--- src/rtl/lsu_pkg.sv ---
// Shared definitions for the byte-serial load/store unit: size encodings,
// FSM state type, captured-request payload and beat helpers.
package lsu_pkg;

  localparam int unsigned DATA_W = 32;
  localparam int unsigned BYTE_W = 8;
  localparam int unsigned CNT_W  = 3;
  localparam int unsigned ACC_W  = DATA_W - BYTE_W;

  localparam logic [1:0] SZ_BYTE = 2'b00;
  localparam logic [1:0] SZ_HALF = 2'b01;
  localparam logic [1:0] SZ_WORD = 2'b10;
  localparam logic [1:0] SZ_RSVD = 2'b11;

  typedef enum logic [1:0] {
    IDLE   = 2'd0,
    ACCESS = 2'd1,
    RESP   = 2'd2
  } state_t;

  // Request fields held for the whole transaction (address kept separately,
  // its width is a top-level parameter).
  typedef struct packed {
    logic              write;
    logic [1:0]        size;
    logic              sgn;
    logic [DATA_W-1:0] wdata;
  } req_t;

  // Number of byte beats for a transfer size.
  function automatic logic [CNT_W-1:0] beats(input logic [1:0] size);
    case (size)
      SZ_BYTE: beats = CNT_W'(1);
      SZ_HALF: beats = CNT_W'(2);
      default: beats = CNT_W'(4);
    endcase
  endfunction

  // Store byte for beat 'cnt': most significant byte of the sized field first.
  function automatic logic [BYTE_W-1:0] store_byte(input logic [DATA_W-1:0] wdata,
                                                   input logic [1:0]        size,
                                                   input logic [CNT_W-1:0]  cnt);
    logic [CNT_W-1:0] idx;
    idx = beats(size) - cnt - CNT_W'(1);
    case (idx)
      3'd0:    store_byte = wdata[7:0];
      3'd1:    store_byte = wdata[15:8];
      3'd2:    store_byte = wdata[23:16];
      default: store_byte = wdata[31:24];
    endcase
  endfunction

endpackage

--- src/rtl/lsu_extend.sv ---
// Combinational sign/zero extension of an assembled load value.
// Ports: acc   - assembled bytes, last byte in [7:0]
//        size  - transfer size (byte/half extended, word passed through)
//        sgn   - 1 = sign-extend, 0 = zero-extend
//        ext_c - extended result
module lsu_extend
  import lsu_pkg::*;
(
  input  logic [DATA_W-1:0] acc,
  input  logic [1:0]        size,
  input  logic              sgn,
  output logic [DATA_W-1:0] ext_c
);

  always_comb begin
    ext_c = acc;
    case (size)
      SZ_BYTE: ext_c = {{24{sgn & acc[7]}}, acc[7:0]};
      SZ_HALF: ext_c = {{16{sgn & acc[15]}}, acc[15:0]};
      default: ext_c = acc;
    endcase
  end

endmodule

--- src/rtl/load_store_unit.sv ---
// Byte-serial, big-endian load/store initiator. Accepts one byte/half/word
// request in IDLE, issues one memory byte beat per cycle (MSB first), then
// pulses rspValid with the extended load data or an error.
// Optional feature: define LSU_ALIGN_CHECK_EN to reject misaligned half/word.
// Ports: clk, rstN (sync, active-low)
//        req*  - request handshake and payload from the memory stage
//        rsp*  - one-cycle completion with load data / error
//        mem*  - byte-wide memory port; memRData is combinational
module load_store_unit
  import lsu_pkg::*;
#(
  parameter int unsigned ADDR_W = 32
)
(
  input  logic              clk,
  input  logic              rstN,
  input  logic              reqValid,
  output logic              reqReady,
  input  logic              reqWrite,
  input  logic [1:0]        reqSize,
  input  logic              reqSigned,
  input  logic [ADDR_W-1:0] reqAddr,
  input  logic [31:0]       reqWData,
  output logic              rspValid,
  output logic [31:0]       rspRData,
  output logic              rspError,
  output logic [ADDR_W-1:0] memAddr,
  output logic [7:0]        memWData,
  output logic              memRead,
  output logic              memWrite,
  input  logic [7:0]        memRData
);

  state_t             state_q, state_d;
  logic [ADDR_W-1:0]  addr_q, addr_d;
  req_t               req_q, req_d;
  logic [CNT_W-1:0]   cnt_q, cnt_d;
  logic [ACC_W-1:0]   acc_q, acc_d;

  logic               ready_d, rsp_valid_d, rsp_error_d, mem_read_d, mem_write_d;
  logic [DATA_W-1:0]  rsp_rdata_d;
  logic [ADDR_W-1:0]  mem_addr_d;
  logic [BYTE_W-1:0]  mem_wdata_d;

  logic [DATA_W-1:0]  acc_shift;
  logic [DATA_W-1:0]  ext_c;
  logic               req_bad;
  logic               last_beat;

  // Accumulator with the byte currently on the read port appended.
  assign acc_shift = {acc_q, memRData};
  assign last_beat = (cnt_q == (beats(req_q.size) - CNT_W'(1)));

  // Request legality.
`ifdef LSU_ALIGN_CHECK_EN
  assign req_bad = (reqSize == SZ_RSVD) ||
                   ((reqSize == SZ_HALF) && reqAddr[0]) ||
                   ((reqSize == SZ_WORD) && (reqAddr[1:0] != 2'b00));
`else
  assign req_bad = (reqSize == SZ_RSVD);
`endif

  lsu_extend u_extend (
    .acc   (acc_shift),
    .size  (req_q.size),
    .sgn   (req_q.sgn),
    .ext_c (ext_c)
  );

  // Next-state and next-output logic.
  always_comb begin
    state_d     = state_q;
    addr_d      = addr_q;
    req_d       = req_q;
    cnt_d       = cnt_q;
    acc_d       = acc_q;
    ready_d     = 1'b0;
    rsp_valid_d = 1'b0;
    rsp_rdata_d = '0;
    rsp_error_d = 1'b0;
    mem_addr_d  = '0;
    mem_wdata_d = '0;
    mem_read_d  = 1'b0;
    mem_write_d = 1'b0;

    case (state_q)
      IDLE: begin
        ready_d = 1'b1;
        if (reqReady && reqValid) begin
          ready_d = 1'b0;
          addr_d  = reqAddr;
          req_d   = '{write: reqWrite, size: reqSize, sgn: reqSigned, wdata: reqWData};
          cnt_d   = '0;
          acc_d   = '0;
          if (req_bad) begin
            state_d     = RESP;
            rsp_valid_d = 1'b1;
            rsp_error_d = 1'b1;
          end else begin
            state_d     = ACCESS;
            mem_addr_d  = reqAddr;
            mem_read_d  = ~reqWrite;
            mem_write_d = reqWrite;
            mem_wdata_d = reqWrite ? store_byte(reqWData, reqSize, '0) : '0;
          end
        end
      end

      ACCESS: begin
        if (!req_q.write) begin
          acc_d = acc_shift[ACC_W-1:0];
        end
        if (last_beat) begin
          state_d     = RESP;
          rsp_valid_d = 1'b1;
          rsp_rdata_d = req_q.write ? '0 : ext_c;
        end else begin
          cnt_d       = cnt_q + CNT_W'(1);
          mem_addr_d  = addr_q + ADDR_W'(cnt_d);
          mem_read_d  = ~req_q.write;
          mem_write_d = req_q.write;
          mem_wdata_d = req_q.write ? store_byte(req_q.wdata, req_q.size, cnt_d) : '0;
        end
      end

      RESP: begin
        state_d = IDLE;
        ready_d = 1'b1;
      end

      default: state_d = IDLE;
    endcase
  end

  // State and registered outputs.
  always_ff @(posedge clk) begin
    if (!rstN) begin
      state_q  <= IDLE;
      addr_q   <= '0;
      req_q    <= '0;
      cnt_q    <= '0;
      acc_q    <= '0;
      reqReady <= 1'b0;
      rspValid <= 1'b0;
      rspRData <= '0;
      rspError <= 1'b0;
      memAddr  <= '0;
      memWData <= '0;
      memRead  <= 1'b0;
      memWrite <= 1'b0;
    end else begin
      state_q  <= state_d;
      addr_q   <= addr_d;
      req_q    <= req_d;
      cnt_q    <= cnt_d;
      acc_q    <= acc_d;
      reqReady <= ready_d;
      rspValid <= rsp_valid_d;
      rspRData <= rsp_rdata_d;
      rspError <= rsp_error_d;
      memAddr  <= mem_addr_d;
      memWData <= mem_wdata_d;
      memRead  <= mem_read_d;
      memWrite <= mem_write_d;
    end
  end

endmodule

--- config.mk ---
export PLATFORM = sky130hd
export DESIGN_NAME = load_store_unit
export DESIGN_NICKNAME = d
export VERILOG_FILES = /design/src/rtl/lsu_pkg.sv /design/src/rtl/lsu_extend.sv /design/src/rtl/load_store_unit.sv
export SDC_FILE = /design/constraint.sdc
export NUM_CORES = 1
export LEC_CHECK = 0
export ABC_CLOCK_PERIOD_IN_PS = 2800
export CORE_ASPECT_RATIO = 1.75
export CORE_UTILIZATION = 63
export CTS_CLUSTER_SIZE = 8
export DETAILED_ROUTE_END_ITERATION = 7
export DONT_BUFFER_PORTS = 1
export PLACE_DENSITY = 0.79
export SETUP_SLACK_MARGIN = 0.02
export SKIP_LAST_GASP = 1
export SYNTH_ARGS = -nofsm -noshare
export SYNTH_HDL_FRONTEND = slang
export SYNTH_SLANG_ARGS = --single-unit
--- constraint.sdc ---
create_clock -name clk -period 2.8 [get_ports clk]
set_clock_uncertainty 0.05 [all_clocks]
set_input_delay 0.28 -clock clk [delete_from_list [all_inputs] [get_ports clk]]
set_output_delay 0.28 -clock clk [all_outputs]
set_load 0.005 [all_outputs]
==> key figures, run 1 <==
Critical path
  – WP data arrival: 2.75 ns
  – Crit Path Max Fanout: 14
  – Critical Path RT: 3.04 ns
  – Type of origin of the critical path: register
  – Setup crit end kind: register
  – Setup CP Type: register to register

Global route
  – First-pass GRT wire length: 29.5 mm
  – Vias in the first global route: 6236
  – Largest net degree at the start of global routing: 99
  – Total Routing Usage GR: 0.309
  – Antenna violations before repair: 0
  – Gr ovfl total: 0

Worst hold path
  – Hold Crit Class: primary input to register

Run
  – Max cap viols: 0

STA
  – Slew headroom: 0.381
  – Final setup vio count: 0
  – Fin crit period: 2.52 ns
  – Max Slew Vio Count: 0
  – Hold Fails Final Rpt: 0
  – Final period util: 0.898
  – Highest clock rate: 398 MHz
  – RSZ-0062 raised after global routing: no
  – Worst Max-Slew Pin Slew: 0.928 ns
  – Setup TNS Final: 0 ns

Yosys
  – Post-synth top flop: dfxtp_1
  – Synth Net Count: 929
  – Ys async rst share: 0
  – Syn avg cell area: 8.54 µm²
  – Sequential-to-total area share from yosys stat: 0.483
  – Post-Syn Area: 7210 µm²
  – Unique masters post-synth: 48
  – #FFs+latches synth: 174
  – Post-synth EDFFs: 0
  – Yosys warns: 0
  – Post-Synthesis Cells: 844

Layout
  – Commonest non-fill, non-tap cells in the layout: nand2_1, dfxtp_1, a21boi_0
  – Area of the multi-input gates: 3500 µm²
  – Fill count: 786
  – Nets: 977
  – Commonest non-fill, non-tap cell in the layout: nand2_1
  – Area grow syn2layout: 19.9%
  – Register area: 3480 µm²
  – Diodes inserted: 0
  – Layout cells sized above 1: 0.0740

Route
  – Final WL: 18.3 mm
  – Met3 wire len: 843 µm
  – First-pass DRT Iterations: 4
  – M1 WL: 6.85 mm
  – Routed Antenna Nets: 0
  – Highest routed metal layer: met4
  – DR vias/cell: 5.96
  – DR WL/cell: 17.6 µm
  – Remaining DRCs: 0
  – Vias: 6184
  – Initial detailed-routing violation count: 298
  – Met2 routed WL: 9.84 mm

Die
  – Total core area: 11100 µm²
  – Die width: 82.9 µm
  – Die Area: 11900 µm²
  – Chip height: 144 µm
  – Ports: 156
  – Initial core utilization: 0.649
  – Cell Rows: 51

Clock network
  – CTS buffer count: 17
  – Clk sinks: 174
  – Worst-Skew Late Latency: 0.42 ns
  – Max clock buf depth: 2
  – CTS tree: yes
  – CTS H-tree depth: 4
  – Clk slew on worst S/H paths: 0.07 ns
  – Root Driver: clkbuf_16

Pwr
  – Worst vdd ir: 569 µV
  – Net Sw Power: 1.42 mW
  – P_int: 3.98 mW
  – Total design power: 5.39 mW
  – Sw Share: 0.262
  – Clk network pwr share: 0.428
  – Power Density: 624 nW/µm²
  – Leak Pwr: 2.96 nW
  – Seq pwr share: 0.485
  – Comb power frac: 0.087

Placed design
  – Port bufs: 0
  – Gpl congestion: 0.866
  – Final HPWL DP: 11.5 mm

Status
  – Status: completed
==> cell families after synthesis <==
group                    count (synthesis)  synth area share
AO/OA/AOI/OAI                          202             0.183
XOR/XNOR                                35            0.0425
buffers and inverters                   64            0.0347
adder cells (fa/ha/maj)                  7            0.0118
AND/OR/NAND/NOR                        343             0.216
flip-flops                             174             0.483
multiplexers                            19            0.0279
==> sequential cells by signal, summed over array words and instances, names as in the netlist, 2 cells and up <==
register and count:
req_q 36, addr_q 32, memAddr 32, rspRData 32, acc_q 24, memWData 8, cnt_q 3, state_q 2
==> power by group through the flow <==
stage	Sequential, mW	Combinational (mW)	Clock [mW]
2_1_floorplan	2.65	0.292	0
3_3_place_gp	2.67	0.333	0
3_5_place_dp	2.67	0.344	0
4_1_cts	2.61	0.464	2.34
5_1_grt	2.62	0.515	2.44
6_report	2.61	0.469	2.31
==> worst max-delay path: stages (launching register included) <==
cell	delay (ns)
dfxtp_1	0.40
ha_1	0.23
xor2_1	0.41
ha_1	0.24
a21oi_1	0.08
buf_4	0.21
nor4b_1	0.46
xnor2_1	0.20
o21ai_0	0.11
==> worst paths after layout <==
path	startpoint	to	slack [ns]	cells after the start
setup reg to reg	cnt_q[0]	memAddr[16]	0.28	8
setup / recovery	cnt_q[0]	memAddr[16]	0.28	8
hold reg to reg	acc_q[23]	rspRData[31]	0.41	2
hold / removal	reqWData[31]	memWData[7]	0.004	2
==> through the flow <==
step | hold WS [ns] | std cells | setup slack, ns | instance area [µm²] | util
global placement | 0.346 | 928 | 0.426 | 7260 | 0.654
CTS | 0.00405 | 1036 | 0.327 | 8630 | 0.777
detailed placement | 0.347 | 928 | 0.332 | 7260 | 0.654
floorplan | 0.339 | 844 | 0.410 | 7210 | -
global route | 0.0254 | 1037 | 0.0337 | 8650 | 0.779
finish | 0.00414 | 1037 | 0.285 | 8650 | 0.779
==> synth_stat cells (all sizes together), types with 2 or more instances <==
cell type  instances  area (µm²)
o21ai             37         185
o22ai             16         100
nand2            222         833
a21boi            94         706
clkbuf            51         193
nand2b             6        37.5
a22oi              6        45.0
nand4              6        43.8
nor2              29         109
nor4               5        61.3
nor3b              5        42.5
xnor2             32         280
nor2b              5        31.3
mux2i             10         100
dfxtp            174        3480
xor2               3        26.3
a21oi             37         185
or4                2        16.3
inv                4        15.0
nor4b              7        61.3
mux2               9         101
ha                 6        75.1
nand3             31         155
and2              10        62.6
buf                9        42.5
o22a               8        70.1
nor3               8        50.1
==> repair_timing <==
action | in CTS | in global routing
endpoints found under the setup margin | 0 | 1
hold buffers | 76 | 1
setup buffers | 0 | 0
hold endpoints to repair | 137 | 1
gates resized for setup | 0 | 1
==> per-layer routing <==
| metal | vias up | GRT usage |
|---|---|---|
| li1 | 2958 | - |
| met1 | 2951 | 0.324 |
| met2 | 220 | 0.587 |
| met3 | 55 | 0.0580 |
| met4 | 0 | 0.152 |
| met5 | - | 0 |
==> layout make-up <==
type / count / area share
Multi-Input combinational cell: 606 / 0.405
Sequential cell: 174 / 0.403
Clock inverter: 15 / 0.0191
Clock buffer: 17 / 0.0492
Inverter: 4 / 0.00174
Tap cell: 132 / 0.0191
Timing Repair Buffer: 89 / 0.103
(Power assumes the default switching activity.)
==> inputs of run 2 (changes only) <==
Settings changed: ABC_AREA set to 1.
==> key figures, run 2 <==
Pwr
  – Power Density: 650 nW/µm²
  – Clk network pwr share: 0.430
  – Leak Pwr: 3.34 nW
  – Seq pwr share: 0.453
  – Worst vdd ir: 485 µV
  – P_int: 4.20 mW
  – Sw Share: 0.286
  – Net Sw Power: 1.68 mW
  – Comb power frac: 0.117

Yosys
  – Yosys warns: 0
  – Post-synth top cells: nand2_1, dfxtp_1, a21oi_1
  – Unique masters post-synth: 40
  – Post-Synthesis Cells: 1039
  – Count leader, synth: nand2_1
  – Synth Net Count: 1124
  – Sequential-to-total area share from yosys stat: 0.451
  – Synth top area cells: dfxtp_1, nand2_1, a21oi_1
  – Post-synth top flop: dfxtp_1
  – Syn avg cell area: 7.43 µm²
  – Area leader, netlist: dfxtp_1
  – Post-synth EDFFs: 0
  – Post-Syn Area: 7720 µm²
  – #FFs+latches synth: 174
  – Ys async rst share: 0
  – Top-area cell type share of the netlist area: 0.451

Placed design
  – Gpl congestion: 0.927
  – Final HPWL DP: 14.8 mm
  – Setup slack at placement: 0.417 ns
  – Port bufs: 0

Clock network
  – Post_cts resized: 0
  – Clk sinks: 174
  – Root Driver: clkbuf_16
  – CTS buffer count: 17
  – Post-CTS Setup Bufs: 0
  – Max clock buf depth: 2
  – Worst-Skew Late Latency: 0.43 ns
  – CTS H-tree depth: 4
  – CTS tree: yes
  – Clk slew on worst S/H paths: 0.07 ns

Die
  – Die width: 85.7 µm
  – Initial core utilization: 0.643
  – Chip height: 148 µm
  – Ports: 156
  – Cell Rows: 53
  – Die Area: 12700 µm²
  – Total core area: 12000 µm²

Route
  – Remaining DRCs: 0
  – DR vias/cell: 5.85
  – First-pass DRT Iterations: 5
  – Routed Antenna Nets: 0
  – Final WL: 22.0 mm
  – Initial detailed-routing violation count: 669
  – Vias: 7389
  – DR WL/cell: 17.4 µm

STA
  – Setup TNS Final: 0 ns
  – Max Slew Vio Count: 0
  – Worst Max-Slew Pin Slew: 0.755 ns
  – RSZ-0062 raised after global routing: no
  – Final period util: 0.884
  – Highest clock rate: 404 MHz
  – Hold Fails Final Rpt: 0
  – Fin crit period: 2.48 ns
  – Slew headroom: 0.496
  – Final setup vio count: 0
  – Final worst slack: 0.324 ns

Layout
  – Layout cells sized above 1: 0.101
  – Fill count: 904
  – Top reg by flops: req_q
  – Commonest non-fill, non-tap cells in the layout: nand2_1, dfxtp_1, a21oi_1
  – Nets: 1168
  – Largest register FFs: 36
  – Area grow syn2layout: 17.2%
  – Commonest non-fill, non-tap cell in the layout: nand2_1

Critical path
  – Setup CP Type: register to register
  – Reg-to-reg critical path startpoint: cnt_q[1]
  – Critical Path RT: 3.06 ns
  – WP data arrival: 2.73 ns
  – Setup crit end kind: register
  – Crit Path Max Fanout: 7
  – Reg2Reg Capture Point: memAddr[13]
  – Type of origin of the critical path: register
  – Reg2Reg Setup Slack: 0.32 ns
  – R2R cell count: 14

Global route
  – First-pass GRT wire length: 35.2 mm
  – Vias in the first global route: 7251
  – Gr ovfl total: 0
  – Largest net degree at the start of global routing: 69
  – Total Routing Usage GR: 0.355
  – Antenna violations before repair: 2

Status
  – Status: completed

Worst hold path
  – HP Start: reqWData[27]
  – WHS Path Cells: 2
  – Hold EP: req_q[27]
  – Hold Crit Class: primary input to register

Run
  – Max cap viols: 0
## run 2: cells by family (layout without fill, tap and decap cells)
kind of cell | after synthesis | count (layout) | share of synthesized area
compound gates | 240 | 240 | 0.174
fa+ha+maj | 6 | 6 | 0.00972
buf+inv | 145 | 202 | 0.0861
other cells | 0 | 2 | 0
flops | 174 | 174 | 0.451
simple gates | 474 | 474 | 0.279
## run 2: worst max-delay path, cell delays in order (launching register included)
cell and delay (ns):
dfxtp_1 0.40, ha_1 0.22, inv_1 0.06, nand2_1 0.09, nand2_1 0.10, ha_1 0.34, nand3_1 0.09, nand2_1 0.06
inv_1 0.03, nand2_1 0.14, nand3_2 0.19, nor2_2 0.24, a21oi_1 0.09, o21ai_0 0.14, a21oi_1 0.10
## run 2: worst max-delay path by stage
stage / slack [ns] / cells after the start / endpoint / startpoint
2_1_floorplan: 0.74 / 12 / memWData[2] / cnt_q[0]
3_3_place_gp: 0.49 / 14 / memAddr[19] / cnt_q[1]
5_1_grt: 0.11 / 14 / memAddr[19] / cnt_q[1]
4_1_cts: 0.39 / 14 / memAddr[23] / cnt_q[1]
6_report: 0.32 / 14 / memAddr[13] / cnt_q[1]
3_5_place_dp: 0.42 / 14 / memAddr[19] / cnt_q[1]
## run 2: final cells by class
cell class / instances / area [µm²] / share of cell area
Tap cell: 165 / 206 / 0.0228
Inverter: 91 / 344 / 0.0380
Timing Repair Buffer: 79 / 783 / 0.0866
Multi-Input combinational cell: 720 / 3580 / 0.396
Antenna cell: 2 / 5.00 / 0.000553
Clock inverter: 15 / 218 / 0.0241
Sequential cell: 174 / 3480 / 0.385
Clock buffer: 17 / 425 / 0.0470
## run 2: power by group through the flow
stage / logic (mW) / clock network (mW) / registers, mW
floorplan: 0.491 / 0 / 2.69
global placement: 0.565 / 0 / 2.72
detailed placement: 0.576 / 0 / 2.72
CTS: 0.671 / 2.53 / 2.66
global route: 0.757 / 2.64 / 2.67
finish: 0.685 / 2.53 / 2.66
## run 2: routing by layer
layer	vias to the layer above	wire length, µm	track usage
met5	-	0	0
met4	0	1270	0.222
met3	97	1480	0.0694
met2	387	11400	0.633
met1	3377	7850	0.379
li1	3528	-	-
## run 2: stage by stage
step | total power, mW | hold slack [ns] | instance area, µm² | util | std cells
2_1_floorplan | 3.18 | 0.342 | 7720 | - | 1039
3_3_place_gp | 3.28 | 0.344 | 7720 | 0.643 | 1162
3_5_place_dp | 3.29 | 0.345 | 7720 | 0.643 | 1162
4_1_cts | 5.86 | 0.000393 | 9020 | 0.751 | 1259
5_1_grt | 6.07 | 0.00841 | 9040 | 0.754 | 1263
6_report | 5.88 | 0.00244 | 9040 | 0.754 | 1263
## run 2: what timing repair did
action	4_1_cts	5_1_grt
hold buffers	65	2
endpoints found under the hold margin	113	2
setup endpoints to repair	0	0
